### src/rtl/dc_blocker_mc_if.sv
// dc_blocker_mc_if: sample stream, control strobes and sticky status of the multichannel DC blocker
interface dc_blocker_mc_if #(
    parameter int WIDTH = 16,
    parameter int CW    = 1
);
    logic                    in_valid;
    logic signed [WIDTH-1:0] in_data;
    logic                    in_first;
    logic                    bypass;
    logic                    clear;
    logic                    out_valid;
    logic signed [WIDTH-1:0] out_data;
    logic [CW-1:0]           out_chan;
    logic                    sat;
    logic                    sync_err;
    modport master (
        output in_valid, in_data, in_first, bypass, clear,
        input  out_valid, out_data, out_chan, sat, sync_err
    );
    modport slave (
        input  in_valid, in_data, in_first, bypass, clear,
        output out_valid, out_data, out_chan, sat, sync_err
    );
endinterface

### src/rtl/dc_blocker_mc.sv
// dc_blocker_mc: time-multiplexed per-channel DC-blocking high-pass, y = x - x' + (1 - 2^-K) y'
module dc_blocker_mc #(
    parameter int  WIDTH    = 16,
    parameter int  CHANNELS = 2,
    parameter int  K        = 8,
    localparam int CW       = CHANNELS > 1 ? $clog2(CHANNELS) : 1
) (
    input logic           clk,
    input logic           rst,
    dc_blocker_mc_if.slave bus
);
    localparam int AW = WIDTH + K + 2;
    localparam int RW = WIDTH + 2;
    logic signed [AW-1:0]    acc [CHANNELS];
    logic signed [WIDTH-1:0] x_prev [CHANNELS];
    logic [CW-1:0]           ch, c, ch_nxt;
    logic signed [WIDTH:0]   d;
    logic signed [AW-1:0]    acc_c, acc_new;
    logic signed [RW-1:0]    r;
    logic                    ov_hi, ov_lo;
    logic signed [WIDTH-1:0] y;
    logic                    s1_valid, s1_byp;
    logic signed [AW-1:0]    s1_acc;
    logic signed [WIDTH-1:0] s1_x;
    logic [CW-1:0]           s1_chan;
    always_comb begin
        c       = bus.in_first ? '0 : ch;
        ch_nxt  = c == CW'(CHANNELS - 1) ? '0 : c + 1'b1;
        acc_c   = acc[c];
        d       = {bus.in_data[WIDTH-1], bus.in_data} - {x_prev[c][WIDTH-1], x_prev[c]};
        acc_new = acc_c - (acc_c >>> K) + ($signed({{(AW-WIDTH-1){d[WIDTH]}}, d}) <<< K);
        r       = RW'((s1_acc + AW'(1 << (K - 1))) >>> K);
        ov_hi   = !r[RW-1] && (r[RW-2] || r[RW-3]);
        ov_lo   = r[RW-1] && !(r[RW-2] && r[RW-3]);
        y       = ov_hi ? {1'b0, {(WIDTH-1){1'b1}}} : ov_lo ? {1'b1, {(WIDTH-1){1'b0}}} : r[WIDTH-1:0];
    end
    // Stage 1 commits channel state so a back-to-back sample on the same channel sees it directly
    always_ff @(posedge clk or posedge rst) begin
        if (rst) begin
            for (int i = 0; i < CHANNELS; i++) begin
                acc[i]    <= '0;
                x_prev[i] <= '0;
            end
            ch            <= '0;
            s1_valid      <= 1'b0;
            s1_byp        <= 1'b0;
            s1_acc        <= '0;
            s1_x          <= '0;
            s1_chan       <= '0;
            bus.out_valid <= 1'b0;
            bus.out_data  <= '0;
            bus.out_chan  <= '0;
            bus.sat       <= 1'b0;
            bus.sync_err  <= 1'b0;
        end else begin
            s1_valid <= bus.in_valid && !bus.clear;
            if (bus.clear) begin
                for (int i = 0; i < CHANNELS; i++) begin
                    acc[i]    <= '0;
                    x_prev[i] <= '0;
                end
                ch <= '0;
            end else if (bus.in_valid) begin
                acc[c]    <= acc_new;
                x_prev[c] <= bus.in_data;
                ch        <= ch_nxt;
                s1_acc    <= acc_new;
                s1_x      <= bus.in_data;
                s1_byp    <= bus.bypass;
                s1_chan   <= c;
            end
            bus.out_valid <= s1_valid;
            if (s1_valid) begin
                bus.out_data <= s1_byp ? s1_x : y;
                bus.out_chan <= s1_chan;
            end
            bus.sat      <= !bus.clear && (bus.sat || (s1_valid && !s1_byp && (ov_hi || ov_lo)));
            bus.sync_err <= !bus.clear && (bus.sync_err || (bus.in_valid && bus.in_first && ch != '0));
        end
    end
endmodule

### src/flat_wrapper.sv
// flat-port wrapper written by rule: the top's interface ports become plain ports
module dc_blocker_mc_flat 
#(
    parameter int  WIDTH    = 16,
    parameter int  CHANNELS = 2,
    parameter int  K        = 8,
    localparam int CW       = CHANNELS > 1 ? $clog2(CHANNELS) : 1
)
  (clk, rst, bus_in_valid, bus_in_data, bus_in_first, bus_bypass, bus_clear, bus_out_valid, bus_out_data, bus_out_chan, bus_sat, bus_sync_err);
  dc_blocker_mc_if #(.WIDTH(WIDTH)) bus_i ();
  input logic clk;
  input logic rst;
  input wire logic [$bits(bus_i.in_valid)-1:0] bus_in_valid;
  input wire logic [$bits(bus_i.in_data)-1:0] bus_in_data;
  input wire logic [$bits(bus_i.in_first)-1:0] bus_in_first;
  input wire logic [$bits(bus_i.bypass)-1:0] bus_bypass;
  input wire logic [$bits(bus_i.clear)-1:0] bus_clear;
  output wire logic [$bits(bus_i.out_valid)-1:0] bus_out_valid;
  output wire logic [$bits(bus_i.out_data)-1:0] bus_out_data;
  output wire logic [$bits(bus_i.out_chan)-1:0] bus_out_chan;
  output wire logic [$bits(bus_i.sat)-1:0] bus_sat;
  output wire logic [$bits(bus_i.sync_err)-1:0] bus_sync_err;
  assign bus_i.in_valid = bus_in_valid;
  assign bus_i.in_data = bus_in_data;
  assign bus_i.in_first = bus_in_first;
  assign bus_i.bypass = bus_bypass;
  assign bus_i.clear = bus_clear;
  assign bus_out_valid = bus_i.out_valid;
  assign bus_out_data = bus_i.out_data;
  assign bus_out_chan = bus_i.out_chan;
  assign bus_sat = bus_i.sat;
  assign bus_sync_err = bus_i.sync_err;
  dc_blocker_mc #(.WIDTH(WIDTH), .CHANNELS(CHANNELS), .K(K)) u_core (.clk(clk), .rst(rst), .bus(bus_i));
endmodule
### config.mk
export PLATFORM = sky130hd
export DESIGN_NAME = dc_blocker_mc_flat
export DESIGN_NICKNAME = d
export VERILOG_FILES = /design/src/rtl/dc_blocker_mc_if.sv /design/src/rtl/dc_blocker_mc.sv /design/src/flat_wrapper.sv
export SDC_FILE = /design/constraint.sdc
export NUM_CORES = 1
export LEC_CHECK = 0
export ABC_CLOCK_PERIOD_IN_PS = 12630
export CAP_MARGIN = 20
export CORE_AREA = 2 2 168 88
export DETAILED_ROUTE_END_ITERATION = 6
export DIE_AREA = 0 0 170 90
export DONT_BUFFER_PORTS = 1
export PLACE_DENSITY = 0.83
export SYNTH_ARGS = -nofsm -noshare
export SYNTH_HDL_FRONTEND = slang
export SYNTH_SLANG_ARGS = --single-unit
### constraint.sdc
create_clock -name clk -period 12.63 [get_ports clk]
set_clock_uncertainty 0.15 [all_clocks]
set_input_delay 2.526 -clock clk [delete_from_list [all_inputs] [get_ports clk]]
set_output_delay 2.526 -clock clk [all_outputs]
set_load 0.01 [all_outputs]
# Word level (Yosys, flattened, before mapping)

Index checks and enable logic that the tools add are counted.

Word-level logic and storage cells: 68
Input bits: 22
Register bits after elaboration: 150
Output and inout bits: 20

Mux-type cells: 23
Reductions and logical operators: 21
$lt $le $gt $ge: 2
Bitwise logic cells: 2
$add $sub $neg: 5

Operator list:

| cell                  | number |
|---|---|
| $mux 16               | 7 |
| $mux 26               | 4 |
| $mux 52               | 2 |
| $mux 32               | 2 |
| $bwmux 52             | 1 |
| $bwmux 32             | 1 |
| $add 26x25->26        | 1 |
| $add 26x9->26 const B | 1 |
| $demux 26 s1          | 1 |
| $sub 26x18->26        | 1 |
| $sub 16x16->17        | 1 |
| $demux 16 s1          | 1 |
| $logic_and 1x1->1     | 11 |
| $logic_not 1->1       | 4 |
| $logic_or 1x1->1      | 4 |
| $mux 1                | 4 |
| $ge 2x2->1 const B    | 1 |
| $lt 2x1->1 const B    | 1 |
| $not 1->2             | 1 |
| $reduce_and 2->1      | 1 |
| $reduce_bool 2->1     | 1 |
| $add 1x1->1 const B   | 1 |
| $not 1->1             | 1 |

# Longest topological paths before layout

Depth after elaboration: 10
Mapped depth: 26
Mapped depth without buffers: 23

# Worst setup path before layout

Ideal clock, no wire load.

Path kind: input -> register
From: in bus_in_first
To: reg u_core.acc[25] (netlist name)
Arrival: 7.254 ns
Cell stages on the path: 22
Library setup time: 0.122 ns
Buffers on the path: 3
Data required time: 12.358 ns
Path slack: 5.105 ns
Cell sequence: nor2b_1 clkbuf_1 clkbuf_1 mux2i_1 ha_1 nor2b_1 o31a_1 o2bb2ai_1 o21ai_0 nand2b_1 a21oi_1 xor2_1 fa_1 inv_1 ha_1 clkbuf_1 and3_1 nand4_1 or4_4 a21o_1 a21o_1 a32o_1

Cells in the longest elaborated chain, start to end: 10
Elaborated cells between the ends (all ways): 19
Those cells by class: add/sub: 3; order compare: 2; mux: 12; bitwise: 1; reduce/logical: 1

RTL lines:

| item                                                                          | RTL line                                                      | RTL |
|---|---|---|
| start: declaration                                                            | flat_wrapper.sv:15                                            | `input wire logic [$bits(bus_i.in_first)-1:0] bus_in_first;` |
| $mux 1 *                                                                      | dc_blocker_mc.sv:27                                           | `c = bus.in_first ? '0 : ch;` |
| $not 1->2 (not written as such) *                                             | dc_blocker_mc.sv:29, dc_blocker_mc.sv:30, dc_blocker_mc.sv:64 |  |
| $mux 26 (not written as such) / $mux 16 (equally long branches) (3 in series) | dc_blocker_mc.sv:29, dc_blocker_mc.sv:30                      |  |
| $sub 26x18->26 / $sub 16x16->17 (equally long branches)                       | dc_blocker_mc.sv:31, dc_blocker_mc.sv:30                      |  |
| $add 26x25->26                                                                | dc_blocker_mc.sv:31                                           | `acc_new = acc_c - (acc_c >>> K) + ($signed({{(AW-WIDTH-1){d[WIDTH]}}, d}) <<< K);` |
| $bwmux 52 *                                                                   | dc_blocker_mc.sv:64                                           | `acc[c] <= acc_new;` |
| $mux 52 *                                                                     | dc_blocker_mc.sv:63                                           | `end else if (bus.in_valid) begin` |
| $mux 52 *                                                                     | dc_blocker_mc.sv:57                                           | `if (bus.clear) begin` |
| end signal: indexed assignment                                                | dc_blocker_mc.sv:64                                           |  |
| end: declaration                                                              | dc_blocker_mc.sv:14                                           | `logic signed [AW-1:0] acc [CHANNELS];` |

Mark *: on every way between the ends. The rest lies on a longest branch, timed or not. The select of a mux whose other input is x is not followed.
A chain may end at the register's enable or synchronous reset.

# Final worst setup path

From: in bus_in_first
To: reg u_core.acc[23] (netlist name)

The elaborated chain is that of the path after synthesis.

==> results.md <==
- Core area: 13960 um^2
- CTS buffer count: 17
- Remaining DRCs: 0
- Final setup viols: 0
- Reg2reg path depth: 23
- Lkg Pwr: about 4.5 nW
- Synth area leaders: dfrtp_1, ha_1, nand2_1
- Tcrit/Tclk final: 0.6071
- Dpl cells: around 1100
- Via total after detailed routing: 7261
- Tightest Hold Check Type: flip-flop to flip-flop
- Htree depth: 4
- Worst flop-to-flop path startpoint: u_core.ch
- Post-synth EDFFs: 0
- Post-CTS setup buffer count: 0
- Clock Sinks: 143
- Initial antenna violation count: 1
- CTS resizes: 0
- Tmin final: 7.668 ns
- Max-slew violation count: 0
- Slew @ Worst Pin: around 0.98 ns
- CP Capture Type: flip-flop
- CP max FO: between 40 and 50
- Worst EP required: 12.75 ns
- Synth async-reset ratio: 1.000
- Largest net degree at the start of global routing: between 80 and 90
- Slew margin rel.: 0.3419
- Layout cells sized above 1: 0.07983
- Syn Area/Cell: 9.488 um^2
- Root buf cell: clkbuf_16
- Via density: around 6.6
- Starting DRT DRC Count: between 800 and 900
- Reg2reg end: u_core.acc[23]
- Synth Net Count: 1021
- Area grow syn2layout: 8.626%
- Clk pin slew, worst setup/hold paths: 0.06 ns
- R2R setup slack: 6.57 ns
- YS warnings: 0
- CP Launch Type: primary input
- Critical Path Source: bus_in_first
- Peak supply drop: ~0.17 mV
- Ant diodes: 0
- Tot GR Track Use: 0.3394
- Synth cell types: 61
- Fmax: 130.4 MHz
- Num ports: 42
- ANT nets after route: 0
- End point of the worst hold path: u_core.s1_x[3]
- CTS max path bufs: 2
- Synthesized area: a little under 9000 um^2
- Global-route wire length before repair: a little under 40000 um
- # fillers: 1074
- Min-delay src: u_core.s1_x[3]
- DIE HEIGHT: about 90 um
- PortBufs: 0
- Site Rows: 31
- Starting density of the core: 0.6326
- Max Cap Viol: 0
- Fin nets: around 1000
- Final hold violation count: 0
- CTS tree: yes
- Synthesized flop and latch total: 143
- Post-Synthesis Cells: 931
- Hold depth: 2
- Non-Filler Instances: 1108
- Status: finished clean
- Hpwl dp: 17240 um
- P per Cell Area: ~270 nW/um^2
- Yosys top cell area share: 0.4051
- GRT overflow: 0
- Area of the die: around 15000 um^2
- RSZ-0062 raised after global routing: no
- Total wire length: about 25000 um
- Vias in the first global route: between 6000 and 7000
- Chip width: between 150 and 200 um
- Seq/Total Area, Yosys: 0.4051
- Initial DRT Pass Iterations: 7
- Most used DFF post-synth: dfrtp_1
- CP arrival: between 7 and 8 ns
- Setup TNS: 0 ns
- Clk_lat worst skew: between 0.4 and 0.5 ns
- Crit path kind: primary input to flip-flop
- GPL Wtd Cong: between 0.9 and 1
- Wire per inst: around 22 um
- CTS Hold Bufs: 0
- Largest area contributor in the netlist: dfrtp_1
per-stage QoR:
stage          hold slack (ns)  worst slack [ns]  area [um^2]  utilization  total power, mW
3_5_place_dp            0.3186             4.600         8981       0.6432            2.055
5_1_grt                 0.3552             4.665         9595       0.6872            2.808
6_report                0.3348             4.962         9595       0.6872            2.625
2_1_floorplan           0.2431             5.105         8833            -            1.696
3_3_place_gp            0.3111             4.765         8981       0.6432            2.025
4_1_cts                 0.3338             5.054         9568       0.6852            2.579
worst max path at each step:
stage / end / slack [ns] / cells past startpoint
after global routing: u_core.acc[23] / 4.66 / 24
after CTS: u_core.acc[23] / 5.05 / 23
final: u_core.acc[23] / 4.96 / 23
after floorplan: u_core.acc[25] / 5.10 / 22
after global placement: u_core.acc[23] / 4.76 / 23
after detailed placement: u_core.acc[23] / 4.60 / 23
cell usage after synthesis (3+ instances only):
cell type  instances
a21oi_1           52
nor2_1            42
and2_1             7
a21o_1            20
o21a_1             6
mux2i_1           32
or3_1             11
mux2_2             8
ha_1              49
nand2b_1           6
o22ai_1           14
o21ba_2            3
nand4_1            8
a31oi_1            7
nor4_1             3
o311ai_0           5
clkbuf_1          38
nand3_1           15
fa_1              19
nand2_1          162
o21ai_0           38
a31o_2             7
a32o_1            12
and3_1             5
xnor2_1           25
dfrtp_1          143
a22o_1            55
nor2b_1            8
xor2_1            12
o211ai_1           3
a211oi_1           8
nand3b_1           5
or2_2              4
nor3_1             9
o31ai_1            3
inv_1             53
critical path, cell delays in order:
cell and delay, ns:
nor2b_4 0.07, buf_4 0.59, nand2_1 0.11, nand2_1 0.08
ha_1 0.16, inv_1 0.06, fa_1 0.41, a21o_1 0.21
nand4_1 0.11, nand2_1 0.09, a21oi_1 0.16, nor2b_1 0.08
o2111a_1 0.23, a211oi_1 0.34, fa_1 0.48, inv_1 0.07
ha_1 0.32, a21oi_1 0.32, o21ai_0 0.18, a211oi_1 0.26
nor2_1 0.07, a211oi_1 0.57, o311ai_0 0.26
power by group:
| group | total, mW | internal, mW | switching (mW) |
|---|---|---|---|
| clock network | 0.515 | 0.303 | 0.212 |
| registers | 0.697 | 0.568 | 0.129 |
| logic | 1.41 | 0.543 | 0.870 |
final cells by class:
type,instances,area [um^2],area share
multi-input combinational,691,4916,0.5123
sequential,143,3578,0.3729
clock buffer,20,456.7,0.04759
tap,181,226.5,0.02360
inverter,54,207.7,0.02165
clock inverter,11,130.1,0.01356
timing repair buffer,8,80.08,0.008345
metal layers:
metal / share of wire / wire (um) / vias up / GRT usage
met4: 0.013 / 332 / 0 / 0.07764
met5: 0 / 0 / - / 0
li1: - / - / 3287 / -
met2: 0.39 / 9697 / 402 / 0.4395
met3: 0.14 / 3385 / 29 / 0.1295
met1: 0.46 / 11370 / 3543 / 0.5283
sequential cells by signal, summed over array words and instances (netlist names):
register              count
u_core.s1_chan            1
u_core.ch                 1
u_core.bus.out_valid      1
u_core.s1_x              16
u_core.s1_acc            19
u_core.s1_valid           1
u_core.bus.out_chan       1
u_core.bus.sat            1
u_core.bus.out_data      16
u_core.s1_byp             1
u_core.acc               52
u_core.bus.sync_err       1
u_core.x_prev            32
placed cells by master, fill, tap and decap left out, types with 12 or more instances in the layout:
cell type  instances
a21o_1            20
a21oi_1           51
a22o_1            55
a32o_1            12
clkbuf_16         17
dfrtp_1          143
fa_1              19
ha_1              49
inv_1             52
mux2i_1           32
nand2_1          162
nand3_1           15
nor2_1            40
o21ai_0           38
o22ai_1           14
xnor2_1           25
xor2_1            12
cell families after synthesis:
group / after synthesis / share of synthesized area
AND/OR/NAND/NOR: 294 / 0.1516
XOR/XNOR: 37 / 0.03669
multiplexers: 40 / 0.04646
AO/OA/AOI/OAI: 252 / 0.2058
buffers and inverters: 97 / 0.04193
adder cells (fa/ha/maj): 68 / 0.1125
flip-flops: 143 / 0.4051
Note: power is estimated with default switching activity, not from simulation.
